$ cat src/rtl/serial_comparator.sv
// Bit-serial magnitude comparator: operands arrive MSB first behind a start/valid
// handshake; a registered lt/eq/gt result and a done pulse follow the last bit.
// Define SERIAL_CMP_SIGNED_EN for two's-complement operands (default: unsigned).
module serial_comparator #(
    parameter int WIDTH = 4,
    parameter int CNT_W = 5
) (
    input  logic clk,
    input  logic reset,
    input  logic start,
    input  logic bit_valid,
    input  logic a_bit,
    input  logic b_bit,
    output logic busy,
    output logic done,
    output logic lt,
    output logic eq,
    output logic gt,
    output logic Out
);

    typedef enum logic [1:0] {IDLE, RECV, DONE} state_t;
    typedef enum logic [1:0] {REL_EQ, REL_LT, REL_GT} rel_t;

    localparam logic [CNT_W-1:0] LAST = CNT_W'(WIDTH - 1);

    state_t           state, state_n;
    rel_t             rel, rel_n;
    logic [CNT_W-1:0] cnt, cnt_n;
    logic             decided, decided_n;
    logic             load;

    always_comb begin
        // NOTE: every signal gets a default first so no path leaves one unassigned (no latches).
        state_n   = state;
        cnt_n     = cnt;
        decided_n = decided;
        rel_n     = rel;
        load      = 1'b0;
        unique case (state)
            IDLE: begin
                if (start) begin
                    state_n   = RECV;
                    cnt_n     = '0;
                    decided_n = 1'b0;
                    rel_n     = REL_EQ;
                end
            end
            RECV: begin
                if (start) begin
                    // Restart discards any bit presented in the same cycle.
                    cnt_n     = '0;
                    decided_n = 1'b0;
                    rel_n     = REL_EQ;
                end else if (bit_valid) begin
                    if (!decided && (a_bit != b_bit)) begin
                        decided_n = 1'b1;
                        rel_n     = a_bit ? REL_GT : REL_LT;
`ifdef SERIAL_CMP_SIGNED_EN
                        // A set sign bit means a negative operand, so the MSB sense is inverted.
                        if (cnt == '0) rel_n = a_bit ? REL_LT : REL_GT;
`endif
                    end
                    if (cnt == LAST) begin
                        state_n = DONE;
                        cnt_n   = '0;
                        load    = 1'b1;
                    end else begin
                        cnt_n = cnt + CNT_W'(1);
                    end
                end
            end
            DONE: begin
                if (start) begin
                    state_n   = RECV;
                    cnt_n     = '0;
                    decided_n = 1'b0;
                    rel_n     = REL_EQ;
                end else begin
                    state_n = IDLE;
                end
            end
            default: state_n = IDLE;
        endcase
    end

    // NOTE: sequential state uses non-blocking assignments so every flop samples pre-edge values.
    always_ff @(posedge clk or negedge reset) begin
        if (!reset) begin
            state   <= IDLE;
            cnt     <= '0;
            decided <= 1'b0;
            rel     <= REL_EQ;
            lt      <= 1'b0;
            eq      <= 1'b0;
            gt      <= 1'b0;
        end else begin
            state   <= state_n;
            cnt     <= cnt_n;
            decided <= decided_n;
            rel     <= rel_n;
            if (load) begin
                lt <= (rel_n == REL_LT);
                eq <= (rel_n == REL_EQ);
                gt <= (rel_n == REL_GT);
            end
        end
    end

    assign busy = (state == RECV);
    assign done = (state == DONE);
    assign Out  = lt;

endmodule

$ cat config.mk
export PLATFORM = sky130hd
export DESIGN_NAME = serial_comparator
export DESIGN_NICKNAME = d
export VERILOG_FILES = /design/src/rtl/serial_comparator.sv
export SDC_FILE = /design/constraint.sdc
export NUM_CORES = 1
export LEC_CHECK = 0
export CAP_MARGIN = 20
export CELL_PAD_IN_SITES_DETAIL_PLACEMENT = 1
export CELL_PAD_IN_SITES_GLOBAL_PLACEMENT = 1
export CORE_UTILIZATION = 35
export CTS_CLUSTER_SIZE = 25
export DETAILED_ROUTE_END_ITERATION = 16
export PLACE_DENSITY = 0.7
export SYNTH_ARGS = -nofsm -noshare
export SYNTH_HDL_FRONTEND = slang
export SYNTH_SLANG_ARGS = --single-unit
$ cat constraint.sdc
create_clock -name clk -period 1.3 [get_ports clk]
set_input_delay 0.195 -clock clk [delete_from_list [all_inputs] [get_ports clk]]
set_output_delay 0.195 -clock clk [all_outputs]
set_load 0.005 [all_outputs]
==> reports/qor.yml, run 1 <==
status:
  run_status: "complete, but fails checks"
  violations: "negative setup slack"
layout:
  finalNetCount: 139
  diodes: 0
  final_area_um2: 1370
  syn_to_final_growth_pct: 78.92
  drive_above_1_share_pct: 54.96
  num-fill-cells: 207
logic_synthesis:
  yosys_warnings: 0
  netlist_area_um2: 765.7
  synth_cells: 73
  postSynthAreaPerCell_um2: 10.49
  synth.ff_latch_count: 13
  ys_seq_area_share_pct: 42.48
  syn_nets: 80
  synth.lib_cells_used.distinct: 39
placed_design:
  post_dp_cell_area_um2: 1066
  gp_congestion: 0.7793
  io_buffers: 11
  hpwl_mm: 1.535
detailed_routing:
  wl_per_cell_um: 21.12
  drtIter0Drc: 23
  drtAntennaViolNets: 0
  vias_per_cell: 5.437
  vias: 859
  wl_mm: 3.337
  drc: 0
  firstDrtPassIters: 4
floorplanning:
  initial_core_util_pct: 38.25
  coreArea_um2: 2002
  row_count: 16
  die_h_um: 48.78
  die_x_um: 48.78
  die-area_um2: 2379
  pin_count: 12
sta:
  setup_ws_ns: -0.3762
  slew_viol_final: 0
  max_slew_margin_pct: 71.30
  whs_ns: 0.2325
  finClkSkew_ns: 0.002532
  timing.final.crit_share_pct: 128.9
  period_needed_ns: 1.676
  clock.fmax_ghz: 0.5966
  worst_slew_pin_slew_ns: 0.4275
  rsz0062_at_grt: "true"
  finalSetupViolCount: 15
  hold_viol: 0
clock_network:
  ctsHoldBuffers: 0
  cts_tree: "built"
  cts.clk_slew.worst_paths_ns: 0.09
  htree_levels: 1
  clkLatencyLatePin_ns: 0.28
  clk_path_buf_depth: 2
  numCtsBuffers: 3
  cts_num_sinks: 13
  cts_root_buffer: "clkbuf_4"
global_routing:
  antenna_found_initial: 0
  gr-total-overflow: 0
  grtUsageTotal_pct: 25.90
  grt_pass1_wl_mm: 4.498
  grt_max_degree: 14
  grt_pass1_vias: 885
critical_path:
  crit_path_end_kind: "flip-flop"
  critPathMaxFanout: 6
  max_stage_delay_ns: 0.43
  path_class: "reg2reg"
  worstSetupStartpointType: "flip-flop"
  r2r_setup_slack_ns: -0.38
  crit_path_cell_trace: "ha_4, nor4b_4, nand3_2, buf_4, nand2_1, o41ai_4"
  cp.required_ns: 1.46
  crit_slowest_cell: "dfrtp_1"
  critPathArrivalTime_ns: 1.84
power_and_ir_drop:
  internal-power_mw: 0.8118
  switching_share_pct: 31.90
  peakVddDrop_mv: 0.7925
  power_leakage_nw: 0.6833
  p_switching_mw: 0.3803
  clockPowerShare_pct: 22.3
  p_total_mw: 1.192
  p_comb_share_pct: 36.7
  powerDensity_nw_per_um2: 870.1
  seqPwrFrac_pct: 41.1
worst_hold_path:
  hold_class: "in2async"
run:
  maxCapViolations: 0
==> state kept, by name, summed over array words and instances, names as in the netlist <==
signal,cells
gt,1
decided,1
cnt,5
state,2
rel,2
Out,1
eq,1
==> critical path, delay by kind of cell (launching register included) <==
| family | cells | cell delay, ns |
|---|---|---|
| simple gates | 3 | 0.65 |
| fa+ha+maj | 1 | 0.18 |
| buf+inv | 1 | 0.21 |
| compound gates | 1 | 0.09 |
| flops | 1 | 0.43 |
==> cells in the final DEF, fill, tap and decap left out, drive strengths merged, types with 2 or more instances in the layout <==
cell,netlist,routed
a21oi,5,5
dfrtp,13,13
clkbuf,0,4
dlygate4sd2,0,5
a22o,3,3
a32o,2,2
nand2,9,9
inv,5,5
clkdlybuf4s50,0,4
o211ai,2,2
nand3,3,3
o31ai,2,2
o21ai,2,2
buf,3,48
nor2b,2,2
nor3b,2,2
a21o,2,2
==> final timing paths <==
| check | endpoint | depth (start not counted) | from |
|---|---|---|---|
| min in group clk | gt | 1 | gt |
| worst min register to register | gt | 1 | gt |
| worst max register to register | eq | 6 | cnt[0] |
| worst max-delay path | eq | 6 | cnt[0] |
| max in group asynchronous | state[1] | 2 | reset |
| worst min-delay path | cnt[0] | 2 | reset |
==> per-layer routing <==
layer  wire length, µm  vias to the layer above  part of all wire, %  GRT usage, %
met5                 0                        -                    0             0
met4                95                        0                  2.8         7.843
met3               138                       13                  4.1         4.050
met2              1705                       29                   51         46.99
met1              1398                      433                   42         31.16
li1                  -                      384                    -             -
==> cell type report <==
cell class,instances,area [µm²],area share (%)
clock buffer,4,26.28,1.918
inverter,5,18.77,1.370
multi-input combinational,52,483.0,35.25
sequential,13,327.8,23.93
tap,27,33.78,2.466
timing repair buffer,57,480.5,35.07
==> per-stage QoR <==
step	utilization (%)	setup TNS (ns)	std cells	worst slack, ns
CTS	64.56	-1.177	153	-0.2208
finish	68.44	-3.246	158	-0.3762
global route	68.44	-3.842	158	-0.4034
detailed placement	53.25	-3.505	132	-0.4583
global placement	53.25	-3.189	132	-0.3940
floorplan	-	-0.1896	73	-0.08648
==> cell families (layout without fill, tap and decap cells) <==
family                     count (synthesis)  after routing  synth area share (%)
adders and majority gates                  1              1                 1.634
buffers and inverters                      8             66                 5.882
DFF                                       13             13                 42.48
AOI/OAI and AO/OA                         22             22                 23.04
xor gates and xnor gates                   2              2                 2.288
and+or+nand+nor                           27             27                 24.67
==> cells in the mapped netlist (all sizes together) <==
cell type,count,share of area (%)
dfrtp,13,42
nand2,9,4.7
a21oi,5,3.8
inv,5,2.5
a22o,3,3.4
buf,3,3.4
nand3,3,2.6
a21o,2,2.0
a32o,2,2.8
nor2b,2,1.6
nor3b,2,2.6
o211ai,2,2.0
o21ai,2,1.3
o31ai,2,2.6
a21bo,1,1.3
and2b,1,0.98
and4b,1,1.5
ha,1,1.6
nand2b,1,0.82
nand3b,1,0.98
nand4b,1,1.1
nand4bb,1,1.5
nor2,1,0.49
nor3,1,0.65
nor4b,1,3.1
o21a,1,0.98
o22ai,1,0.82
o41ai,1,2.1
or2,1,0.82
or3b,1,1.1
xnor2,1,1.1
xor2,1,1.1
==> power by group through the flow <==
stage / combinational, mW / sequential, mW / clock (mW)
floorplan: 0.127 / 0.484 / 0
global placement: 0.292 / 0.482 / 0
detailed placement: 0.299 / 0.486 / 0
CTS: 0.357 / 0.480 / 0.263
global route: 0.463 / 0.491 / 0.294
finish: 0.437 / 0.490 / 0.266
==> what timing repair did <==
| item | in CTS | in global routing |
|---|---|---|
| pin swaps | 18 | 8 |
| setup endpoints to repair | 16 | 14 |
| setup buffers | 20 | 5 |
| gates resized for setup | 33 | 7 |
Power figures use the tool's default switching activity.
==> run 2, diff against run 1 <==
--- a/config.mk
+++ b/config.mk
@@ -6,12 +6,10 @@
 export NUM_CORES = 1
 export LEC_CHECK = 0
 export CAP_MARGIN = 20
-export CELL_PAD_IN_SITES_DETAIL_PLACEMENT = 1
-export CELL_PAD_IN_SITES_GLOBAL_PLACEMENT = 1
 export CORE_UTILIZATION = 35
 export CTS_CLUSTER_SIZE = 25
 export DETAILED_ROUTE_END_ITERATION = 16
-export PLACE_DENSITY = 0.7
+export PLACE_DENSITY = 0.57
 export SYNTH_ARGS = -nofsm -noshare
 export SYNTH_HDL_FRONTEND = slang
 export SYNTH_SLANG_ARGS = --single-unit
==> run 2 against run 1 <==
Highest routed layer unchanged. Register-to-register slack better by 0.18 ns. Core utilization decreased by 3.1 points. Critical path depth fell by 1. Via count decreased by 15%. The run still ends with negative setup slack left. Sequential cell count is the same. Non-clock buffer count down 7.
==> reports/qor.yml, run 2 (same netlist as run 1, synthesis figures left out) <==
status:
  run_status: "complete, but fails checks"
  violations: "negative setup slack"
detailed_routing:
  drtIter0Drc: 10
  drc: 0
  vias: 727
  wl_per_cell_um: 12.53
  vias_per_cell: 4.815
  wl_mm: 1.892
  firstDrtPassIters: 4
  drtAntennaViolNets: 0
global_routing:
  grt_pass1_vias: 665
  gr-total-overflow: 0
  antenna_found_initial: 0
  grt_pass1_wl_mm: 3.098
  grtUsageTotal_pct: 17.09
  use_met1_pct: 26.14
  busiest_layer: "met1"
  met2_usage_pct: 24.77
  met3_usage_pct: 1.869
  grt_max_degree: 14
power_and_ir_drop:
  p_total_mw: 1.076
  peakVddDrop_mv: 0.6674
  power_leakage_nw: 0.6455
  powerDensity_nw_per_um2: 822.0
critical_path:
  reg2regPathDepth: 5
  crit_path_end_kind: "flip-flop"
  r2r_setup_slack_ns: -0.19
  max_stage_delay_ns: 0.44
  cp.required_ns: 1.48
  critPathMaxFanout: 4
  critPathArrivalTime_ns: 1.67
  crit_path_cell_trace: "buf_6, nand4bb_4, o211ai_1, nand2_2, o41ai_2"
  worstSetupStartpointType: "flip-flop"
  crit_buf_inv: 1
  crit_slowest_cell: "dfrtp_2"
  critPathTopFamily: "compound AO/OA/AOI/OAI gates"
  path_class: "reg2reg"
  r2r-end: "eq"
  reg2reg_from: "state[1]"
placed_design:
  dp_slack_ns: -0.4392
  post_dp_cell_area_um2: 1071
  gp_congestion: 0.8350
  place_inst: 131
  hpwl_mm: 1.266
  io_buffers: 11
sta:
  rsz0062_at_grt: "true"
  period_needed_ns: 1.493
  whs_ns: 0.2107
  hold_viol: 0
  clock.fmax_ghz: 0.6698
  finClkSkew_ns: 0.002979
  setup_ws_ns: -0.1931
  max_slew_margin_pct: 78.99
  setup_tns_ns: -1.057
  timing.final.crit_share_pct: 114.9
  worst_slew_pin_slew_ns: 0.3152
  finalSetupViolCount: 10
  slew_viol_final: 0
floorplanning:
  pin_count: 12
  coreArea_um2: 2002
  row_count: 16
  die_x_um: 48.78
  initial_core_util_pct: 38.25
  die-area_um2: 2379
  die_h_um: 48.78
layout:
  fin_util_pct: 65.38
  reg_top3: "cnt: 5 flops, rel: 2 flops, state: 2 flops"
  syn_to_final_growth_pct: 70.92
  diodes: 0
  final_cell_mix: "30 x buf_4, 11 x dfrtp_1, 8 x buf_6"
  final_common_cell: "buf_4"
  final_cell_count_no_fill: 151
  largest_reg_flops: 5
  final_area_um2: 1309
  finalNetCount: 132
  drive_above_1_share_pct: 52.42
  regMostFlops: "cnt"
clock_network:
  cts_tree: "built"
  htree_levels: 1
  clk_path_buf_depth: 2
  cts_root_buffer: "clkbuf_4"
  cts_num_sinks: 13
  clkLatencyLatePin_ns: 0.28
  numCtsBuffers: 3
  cts.clk_slew.worst_paths_ns: 0.08
worst_hold_path:
  hold_class: "in2async"
run:
  maxCapViolations: 0
run 2: routing by layer:
| layer | vias up | share of wire [%] |
|---|---|---|
| met4 | 0 | 0.95 |
| met2 | 11 | 46 |
| li1 | 370 | - |
| met5 | - | 0 |
| met1 | 344 | 50 |
| met3 | 2 | 3.1 |
run 2: layout make-up:
class,instances,area [µm²]
fillers,171,693.2
multi-input cells,52,474.2
repair buffers,50,427.9
flip-flops and latches,13,327.8
well taps,27,33.78
clock buffers,4,26.28
inverters,5,18.77
run 2: worst register-to-register path, stage by stage (launching register included):
cell       delay (ns)
dfrtp_2          0.44
buf_6            0.13
nand4bb_4        0.20
o211ai_1         0.21
nand2_2          0.12
o41ai_2          0.29
run 2: repair_timing:
item                                    in CTS  in global routing
endpoints found under the setup margin      16                 13
pin swaps                                   13                  4
setup buffers                               16                  3
hold buffers                                 0                  0
resized for setup                           29                  9
run 2: worst max-delay path by stage:
stage               slack, ns      to  startpoint  depth (start not counted)
floorplan               -0.09  cnt[2]      cnt[0]                          5
global placement        -0.42      gt   bit_valid                          5
global route            -0.29      eq    state[1]                          5
detailed placement      -0.44      gt   bit_valid                          5
finish                  -0.19      eq    state[1]                          5
CTS                     -0.20      eq    state[1]                          5
run 2: where the power goes:
group          switching, mW  internal [mW]
clock network          0.136          0.119
logic                  0.137          0.204
registers             0.0334          0.446
total                  0.306          0.769
==> run 3, diff against run 2 <==
--- a/config.mk
+++ b/config.mk
@@ -9,6 +9,7 @@
 export CORE_UTILIZATION = 35
 export CTS_CLUSTER_SIZE = 25
 export DETAILED_ROUTE_END_ITERATION = 16
+export MAX_ROUTING_LAYER = met4
 export PLACE_DENSITY = 0.57
 export SYNTH_ARGS = -nofsm -noshare
 export SYNTH_HDL_FRONTEND = slang
==> run 3 against run 2 <==
The run still ends with negative setup slack left. Global-route usage grew 0.56 points. Combinational power hardly changed. Routed wire length increased by 1.2%. Sequential share of layout area unchanged. Final cell count unchanged. Sequential power barely moved. Non-clock buffer count unchanged. Maximum frequency down 0.19%. Via count grew 2.6%. Clock skew up 0.00071 ns. First-iteration DRC count rose by 10%. Power about the same. Largest cell class unchanged. Highest routed layer unchanged.
==> reports/qor.yml, run 3 (same netlist as run 1, synthesis figures left out) <==
status:
  run_status: "complete, but fails checks"
  violations: "negative setup slack"
placed_design:
  gp_congestion: 0.8479
  post_dp_cell_area_um2: 1071
  io_buffers: 11
  dp_slack_ns: -0.4392
  hpwl_mm: 1.266
detailed_routing:
  vias: 746
  drtAntennaViolNets: 0
  vias_per_cell: 4.940
  firstDrtPassIters: 4
  wl_mm: 1.914
  wl_per_cell_um: 12.68
  drc: 0
  drtIter0Drc: 11
sta:
  rsz0062_at_grt: "true"
  setup_tns_ns: -1.086
  finalSetupViolCount: 10
  finClkSkew_ns: 0.003688
  timing.final.crit_share_pct: 115.1
  hold_viol: 0
  worst_slew_pin_slew_ns: 0.3260
  max_slew_margin_pct: 78.27
  period_needed_ns: 1.496
  setup_ws_ns: -0.1959
  clock.fmax_ghz: 0.6685
  slew_viol_final: 0
critical_path:
  crit_path_end_kind: "flip-flop"
  worstSetupStartpointType: "flip-flop"
  critPathArrivalTime_ns: 1.68
  path_class: "reg2reg"
  cp.required_ns: 1.48
  critPathMaxFanout: 4
layout:
  reg_top3: "cnt: 5 flops, rel: 2 flops, state: 2 flops"
  fin_util_pct: 65.38
  final_common_cell: "buf_4"
  syn_to_final_growth_pct: 70.92
  largest_reg_flops: 5
  finalNetCount: 132
  regMostFlops: "cnt"
  final_area_um2: 1309
  diodes: 0
  final_cell_mix: "30 x buf_4, 11 x dfrtp_1, 8 x buf_6"
  num-fill-cells: 171
  drive_above_1_share_pct: 52.42
clock_network:
  numCtsBuffers: 3
  cts_num_sinks: 13
  ctsHoldBuffers: 0
  htree_levels: 1
  clkLatencyLatePin_ns: 0.28
  cts_root_buffer: "clkbuf_4"
  cts.clk_slew.worst_paths_ns: 0.08
  clk_path_buf_depth: 2
  cts_tree: "built"
power_and_ir_drop:
  clockPowerShare_pct: 23.7
  p_switching_mw: 0.3074
  peakVddDrop_mv: 0.6675
  internal-power_mw: 0.7694
  powerDensity_nw_per_um2: 822.7
  power_leakage_nw: 0.6455
  seqPwrFrac_pct: 44.5
  switching_share_pct: 28.54
  p_comb_share_pct: 31.8
worst_hold_path:
  hold_class: "in2async"
floorplanning:
  die_x_um: 48.78
  die_h_um: 48.78
  pin_count: 12
  die-area_um2: 2379
  coreArea_um2: 2002
  initial_core_util_pct: 38.25
  row_count: 16
global_routing:
  grt_pass1_vias: 662
  grt_pass1_wl_mm: 3.118
  antenna_found_initial: 0
  grtUsageTotal_pct: 17.65
  grt_max_degree: 14
  gr-total-overflow: 0
run:
  maxCapViolations: 0
## run 3: cell counts in the layout (fill, tap and decap cells not counted)
No cell type changed its count.
## run 3: power by group through the flow
stage | registers, mW | clock network (mW) | logic (mW)
after floorplan | 0.484 | 0 | 0.127
after global placement | 0.483 | 0 | 0.292
after detailed placement | 0.484 | 0 | 0.293
after CTS | 0.480 | 0.264 | 0.324
after global routing | 0.489 | 0.286 | 0.372
final | 0.479 | 0.255 | 0.342
## run 3: cell type report
class                   instances  area [µm²]  area share (%)
clock buffers                   4       26.28           2.008
inverters                       5       18.77           1.434
multi-input cells              52       474.2           36.23
flip-flops and latches         13       327.8           25.05
well taps                      27       33.78           2.581
repair buffers                 50       427.9           32.70
## run 3: critical path, cell delays in order, from the launching register on
cell	delay, ns
dfrtp_2	0.44
buf_6	0.13
nand4bb_4	0.20
o211ai_1	0.21
nand2_2	0.13
o41ai_2	0.29
## run 3: layer usage
metal  vias to the layer above  GRT usage (%)  routed length, µm
met5                         -              -                  0
met4                         0          5.882                 25
met3                         4          1.869                 64
met2                        18          24.77                884
met1                       355          26.34                939
li1                        369              -                  -
## run 3: timing repair
| action | CTS | global route |
|---|---|---|
| pin swaps | 13 | 4 |
| setup buffers | 16 | 3 |
| setup endpoints to repair | 16 | 13 |
| gates cloned | 0 | 0 |
| gates resized for setup | 29 | 9 |
## run 3: path summary, 6_finish.rpt
check / startpoint / endpoint / slack (ns) / depth (start not counted)
setup reg to reg: state[1] / eq / -0.20 / 5
hold reg to reg: eq / eq / 0.48 / 2
max in group asynchronous: reset / state[0] / 0.91 / 2
setup / recovery: state[1] / eq / -0.20 / 5
min in group clk: eq / eq / 0.48 / 2
hold / removal: reset / cnt[2] / 0.21 / 2
## run 3: through the flow
stage	hold WS [ns]	total power [mW]	std cells
2_1_floorplan	-0.1006	0.6118	73
3_3_place_gp	0.4729	0.7749	131
3_5_place_dp	0.4701	0.7773	131
4_1_cts	0.2126	1.069	148
5_1_grt	0.2180	1.147	151
6_report	0.2092	1.077	151
